$ cat config.mk
export PLATFORM = sky130hd
export DESIGN_NAME = cmd_bus_arbiter
export DESIGN_NICKNAME = d
export VERILOG_FILES = /design/src/rtl/cmd_bus_arbiter.sv
export SDC_FILE = /design/constraint.sdc
export NUM_CORES = 1
export LEC_CHECK = 0
export ABC_AREA = 1
export CELL_PAD_IN_SITES_DETAIL_PLACEMENT = 0
export CELL_PAD_IN_SITES_GLOBAL_PLACEMENT = 1
export CORE_MARGIN = 2
export CORE_UTILIZATION = 38
export CTS_BUF_LIST = sky130_fd_sc_hd__clkbuf_4
export CTS_CLUSTER_DIAMETER = 120
export CTS_CLUSTER_SIZE = 8
export DETAILED_ROUTE_END_ITERATION = 8
export GPL_TIMING_DRIVEN = 0
export PLACE_DENSITY = 0.95
export SETUP_SLACK_MARGIN = 0.4
export SLEW_MARGIN = 20
export SYNTH_ARGS = -nofsm -noshare
export SYNTH_HDL_FRONTEND = slang
export SYNTH_SLANG_ARGS = --single-unit
$ cat constraint.sdc
create_clock -name i_clk -period 2.3 [get_ports i_clk]
set_input_delay 0.23 -clock i_clk [delete_from_list [all_inputs] [get_ports i_clk]]
set_output_delay 0.23 -clock i_clk [all_outputs]
set_load 0.02 [all_outputs]
$ cat src/rtl/cmd_bus_arbiter.sv
// cmd_bus_arbiter
//
// Purpose: shares one command-bus slave between NUM_MASTERS requesters.
//   Each requester issues a one-clock sel pulse. The arbiter latches the
//   command into that requester's slot, picks pending slots round-robin,
//   issues them to the slave one at a time, and returns ack or timeout
//   (plus read data) to the requester that was granted.
//
// Ports:
//   i_clk, i_rst_n     clock, asynchronous active-low reset
//   i_m_sel            per-requester one-clock request pulse
//   i_m_rd_wr_n        per-requester 1 = read, 0 = write
//   i_m_byte_addr      packed per-requester address, slice k*ADDR_BITS
//   i_m_wdata          packed per-requester write data, slice k*DATA_BITS
//   o_m_ack            one-hot completion pulse to the granted requester
//   o_m_timeout        one-hot timeout pulse to the granted requester
//   o_m_rdata          read data, updated on ack, held otherwise
//   o_m_pending        request latched and not yet completed
//   o_s_sel            one-clock request to the slave
//   o_s_rd_wr_n, o_s_byte_addr, o_s_wdata   slave command fields
//   i_s_ack, i_s_rdata, i_s_timeout         slave response
//   o_grant_idx        current or last granted requester
//
// state | meaning
// IDLE  | no transaction; pick next pending slot round-robin
// ISSUE | o_s_sel high for one cycle, counter cleared
// WAIT  | waiting for slave ack/timeout or backstop count
module cmd_bus_arbiter #(
  parameter int NUM_MASTERS    = 2,
  parameter int ADDR_BITS      = 24,
  parameter int DATA_BITS      = 32,
  parameter int P_TIMEOUT_CLKS = 64
) (
  input  logic                             i_clk,
  input  logic                             i_rst_n,
  input  logic [NUM_MASTERS-1:0]           i_m_sel,
  input  logic [NUM_MASTERS-1:0]           i_m_rd_wr_n,
  input  logic [NUM_MASTERS*ADDR_BITS-1:0] i_m_byte_addr,
  input  logic [NUM_MASTERS*DATA_BITS-1:0] i_m_wdata,
  output logic [NUM_MASTERS-1:0]           o_m_ack,
  output logic [NUM_MASTERS-1:0]           o_m_timeout,
  output logic [DATA_BITS-1:0]             o_m_rdata,
  output logic [NUM_MASTERS-1:0]           o_m_pending,
  output logic                             o_s_sel,
  output logic                             o_s_rd_wr_n,
  output logic [ADDR_BITS-1:0]             o_s_byte_addr,
  output logic [DATA_BITS-1:0]             o_s_wdata,
  input  logic                             i_s_ack,
  input  logic [DATA_BITS-1:0]             i_s_rdata,
  input  logic                             i_s_timeout,
  output logic [$clog2(NUM_MASTERS)-1:0]   o_grant_idx
);

  localparam int IDX_W = $clog2(NUM_MASTERS);
  localparam int SUM_W = IDX_W + 1;
  localparam int CNT_W = $clog2(P_TIMEOUT_CLKS + 1);

  typedef enum logic [1:0] {
    IDLE  = 2'd0,
    ISSUE = 2'd1,
    WAIT  = 2'd2
  } state_t;

  state_t state, state_nxt;

  logic [NUM_MASTERS-1:0] pending;
  logic                   slot_rd   [NUM_MASTERS];
  logic [ADDR_BITS-1:0]   slot_addr [NUM_MASTERS];
  logic [DATA_BITS-1:0]   slot_wdata[NUM_MASTERS];

  logic [IDX_W-1:0]       rr_ptr;
  logic [IDX_W-1:0]       grant;
  logic [IDX_W-1:0]       pick_idx;
  logic                   pick_vld;
  logic [CNT_W-1:0]       cnt;
  logic                   load;
  logic                   done_ack;
  logic                   done_to;
  logic                   done;
  logic [NUM_MASTERS-1:0] clr_vec;
  logic [SUM_W-1:0]       sum;

  assign o_m_pending = pending;
  assign o_grant_idx = grant;
  assign done        = done_ack | done_to;

  // Round-robin pick: walk offsets from high to low so the smallest
  // offset from rr_ptr that is pending wins.
  always_comb begin
    pick_idx = '0;
    pick_vld = 1'b0;
    sum      = '0;
    for (int i = NUM_MASTERS - 1; i >= 0; i--) begin
      sum = {1'b0, rr_ptr} + SUM_W'(i);
      if (sum >= SUM_W'(NUM_MASTERS)) begin
        sum = sum - SUM_W'(NUM_MASTERS);
      end
      if (pending[sum[IDX_W-1:0]]) begin
        pick_idx = sum[IDX_W-1:0];
        pick_vld = 1'b1;
      end
    end
  end

  always_comb begin
    clr_vec = '0;
    for (int k = 0; k < NUM_MASTERS; k++) begin
      clr_vec[k] = done && (grant == IDX_W'(k));
    end
  end

  always_ff @(posedge i_clk or negedge i_rst_n) begin
    if (!i_rst_n) begin
      state <= IDLE;
    end else begin
      state <= state_nxt;
    end
  end

  // Ack beats timeout when both arrive together.
  always_comb begin
    state_nxt = state;
    o_s_sel   = 1'b0;
    load      = 1'b0;
    done_ack  = 1'b0;
    done_to   = 1'b0;
    case (state)
      IDLE: begin
        if (pick_vld) begin
          load      = 1'b1;
          state_nxt = ISSUE;
        end
      end
      ISSUE: begin
        o_s_sel = 1'b1;
        if (i_s_ack) begin
          done_ack = 1'b1;
        end else if (i_s_timeout) begin
          done_to = 1'b1;
        end
        state_nxt = (i_s_ack || i_s_timeout) ? IDLE : WAIT;
      end
      WAIT: begin
        if (i_s_ack) begin
          done_ack = 1'b1;
        end else if (i_s_timeout || (cnt == CNT_W'(P_TIMEOUT_CLKS - 1))) begin
          done_to = 1'b1;
        end
        if (i_s_ack || i_s_timeout || (cnt == CNT_W'(P_TIMEOUT_CLKS - 1))) begin
          state_nxt = IDLE;
        end
      end
      default: state_nxt = IDLE;
    endcase
  end

  // Counter only runs in WAIT and leaves WAIT at P_TIMEOUT_CLKS-1, so it
  // never wraps.
  always_ff @(posedge i_clk or negedge i_rst_n) begin
    if (!i_rst_n) begin
      cnt <= '0;
    end else if (state == WAIT && !done) begin
      cnt <= cnt + CNT_W'(1);
    end else begin
      cnt <= '0;
    end
  end

  // Request capture. A new sel in the completion cycle of the same slot is
  // accepted (set wins over clear).
  always_ff @(posedge i_clk or negedge i_rst_n) begin
    if (!i_rst_n) begin
      pending <= '0;
      for (int k = 0; k < NUM_MASTERS; k++) begin
        slot_rd[k]    <= 1'b0;
        slot_addr[k]  <= '0;
        slot_wdata[k] <= '0;
      end
    end else begin
      for (int k = 0; k < NUM_MASTERS; k++) begin
        if (i_m_sel[k] && (!pending[k] || clr_vec[k])) begin
          pending[k]    <= 1'b1;
          slot_rd[k]    <= i_m_rd_wr_n[k];
          slot_addr[k]  <= i_m_byte_addr[k*ADDR_BITS +: ADDR_BITS];
          slot_wdata[k] <= i_m_wdata[k*DATA_BITS +: DATA_BITS];
        end else if (clr_vec[k]) begin
          pending[k] <= 1'b0;
        end
      end
    end
  end

  // Slave fields are loaded on grant and held until the next grant.
  always_ff @(posedge i_clk or negedge i_rst_n) begin
    if (!i_rst_n) begin
      grant         <= '0;
      rr_ptr        <= '0;
      o_s_rd_wr_n   <= 1'b0;
      o_s_byte_addr <= '0;
      o_s_wdata     <= '0;
      o_m_ack       <= '0;
      o_m_timeout   <= '0;
      o_m_rdata     <= '0;
    end else begin
      if (load) begin
        grant         <= pick_idx;
        o_s_rd_wr_n   <= slot_rd[pick_idx];
        o_s_byte_addr <= slot_addr[pick_idx];
        o_s_wdata     <= slot_wdata[pick_idx];
      end
      o_m_ack     <= done_ack ? clr_vec : '0;
      o_m_timeout <= done_to  ? clr_vec : '0;
      if (done_ack) begin
        o_m_rdata <= i_s_rdata;
      end
      if (done) begin
        rr_ptr <= (grant == IDX_W'(NUM_MASTERS - 1)) ? '0 : grant + IDX_W'(1);
      end
    end
  end

endmodule
==> metrics.txt <==
post-detailed-routing wire length approximately 27000 µm; fraction of layout cells with a size suffix above 1 18.7%; Root Driver clkbuf_4; full die area 25000 µm²; Max FO, Critical Path 5; Syn Std Cell Area 9030 µm²; initial antenna violation count 2; Worst IR Drop VDD around 0.53 mV; Final Net Count around 1400; final worst slack about 350 ps; status complete, no violations; Remaining DRCs 0; chip width approximately 160 µm; Syn. warnings 0; clock network latency to the later pin of the worst-skew pair 670 ps; Site Rows 56; cell count after synthesis 891; worst flop-to-flop path endpoint slot_wdata[24]; sequential fraction of the synthesis area 61.0%; worst slack, placed 52.6 ps; worst r2r src state[1]; Pwr Density roughly 1400 nW/µm²; vias post-DR ~7500; fillcell total 2144; gr usage total 20.7%; RSZ-0062 raised after global routing yes; core box area about 23000 µm²; commonest non-fill, non-tap cells in the layout nand2_1 (251), dfrtp_1 (219), clkdlybuf4s50_1 (150); Worst Setup SP state[1]; Final Instance Area around 13000 µm²; vias per cell 4.95; die height 158 µm; post-layout min period 1950 ps; area grow syn2layout 45.5%; clock sink total 220; WL/cell 17.7 µm; IO Port Bufs 248; final worst-path cycle share 85.0%; Initial Utilization 38.6%; Final Util 56.1%; Pleak 6.51 nW; Hold WC Path Type in2async; crit start category flip-flop; CTS tree built; CP Class reg2reg; vias in the first global route 7514; Critical Path RT 2860 ps; slew margin rel. 50.9%; hpwl dp between 15000 and 20000 µm; Mapped Avg Cell Area around 10 µm²; gp weighted congestion 0.816; Worst Max-Slew Pin Slew 737 ps; Setup Skew 17.8 ps; fin. max-slew vios 0; synth unique cells 21; Synth Register Bits 220; Clock Tree Buf Depth 3; Overflow after GRT 0; first-pass GRT wire length between 40000 and 50000 µm; H-tree levels 1; MaxCap Viol Count 0; largest net degree at the start of global routing 100; clk slew on worst S/H paths 90 ps; r2r setup slk 350 ps; Final Hold Fails 0; antenna-violating nets left 0; Peak Freq 512 MHz; CP Data Arrival Time 2510 ps; Placed Instance Area 12000 µm²; CP Capture Point slot_wdata[24]; syn nets approximately 1000; Boundary Pins between 200 and 250; most common cell after layout, fill and taps aside nand2_1; drt first pass iters 5; TritonCTS buffer count 31; R2R cell count 12; # setup viols final 0; initial DRC count 354; CP Capture Type flip-flop
-- synth_stat cells, drive strengths merged --
library cell,instances,area [µm²]
a21oi,2,10.0
clkbuf,30,113
ha,4,50.1
nor2,13,56.3
mux2,32,360
inv,8,30.0
mux2i,57,571
or2,2,12.5
buf,27,205
dfrtp,220,5510
nand3,119,596
nand2,311,1180
o21ai,62,310
xnor2,1,8.76
nor3b,3,22.5
-- how the worst min path moves through the flow --
stage,from,to,slack [ps],depth (start not counted)
after detailed placement,i_rst_n,o_m_rdata[25],160,1
after floorplan,i_rst_n,cnt[0],-70,0
after CTS,i_rst_n,o_m_rdata[25],0.8,2
final,i_rst_n,o_m_rdata[25],50,2
after global placement,cnt[0],cnt[0],440,1
after global routing,i_rst_n,o_m_rdata[25],10,2
-- where the power goes --
part,total [mW],internal [mW],switching [mW]
combinational,9.16,4.13,5.03
sequential,6.71,5.65,1.06
clock,1.99,0.733,1.26
total,17.9,10.5,7.35
-- repair_timing --
action / 4_1_cts / 5_1_grt
setup buffers: 11 / 9
hold buffers: 1 / 0
setup endpoints to repair: 288 / 151
pin swaps: 6 / 46
gates resized for setup: 146 / 128
cloned: 2 / 7
endpoints found under the hold margin: 121 / 0
-- state kept, by name, indices dropped and copies added (netlist names), 7 cells and up --
name / flops
slot_wdata: 64
o_s_wdata: 32
slot_addr: 48
o_s_byte_addr: 24
o_m_rdata: 32
cnt: 7
-- area by class of cell --
cell class | instances | area [µm²] | area share [%]
multi-input cells | 606 | 3580 | 27.2
plain buffers | 57 | 484 | 3.69
repair buffers | 280 | 2880 | 21.9
diodes | 1 | 2.50 | 0.0190
clock inverters | 2 | 33.8 | 0.257
flip-flops and latches | 220 | 5510 | 41.9
well taps | 319 | 399 | 3.04
inverters | 8 | 30.0 | 0.229
clock buffers | 31 | 233 | 1.77
-- through the flow --
stage	setup TNS [ps]	total power [mW]	instances	hold slack (ps)
floorplan	0	11.3	891	-65.6
global placement	-1818270	14.6	1458	443
finish	0	17.9	1524	45.3
global route	0	19.1	1524	14.7
CTS	0	16.8	1507	0.825
detailed placement	0	14.8	1460	156
-- cell families (layout without fill, tap and decap cells) --
group                    Yosys count  after routing  share of synthesized area, %
multiplexers                      89             89                          10.3
flip-flops                       220            220                          61.0
XOR/XNOR                           1              1                        0.0970
AND/OR/NAND/NOR                  448            448                          20.7
AO/OA/AOI/OAI                     64             64                          3.55
other                              0              1                             0
buffers and inverters             65            378                          3.85
adder cells (fa/ha/maj)            4              4                         0.554
-- per-layer routing --
metal	GRT usage (%)	vias to the layer above	part of all wire (%)
li1	-	3556	-
met1	27.8	3714	43
met2	34.1	232	49
met3	4.74	43	6.7
met4	4.93	2	1.7
met5	0	-	0.059
-- critical path, cell delays in order (launching register included) --
cell	delay (ps)
dfrtp_1	400
inv_2	80
ha_4	290
nor3b_4	190
nand2_2	110
nand2_4	110
nand2_4	50
nand2_4	90
nand2_4	80
buf_12	160
clkbuf_16	160
nand2_2	50
nand2_1	50
No activity file was read; power rests on OpenSTA's default activity.
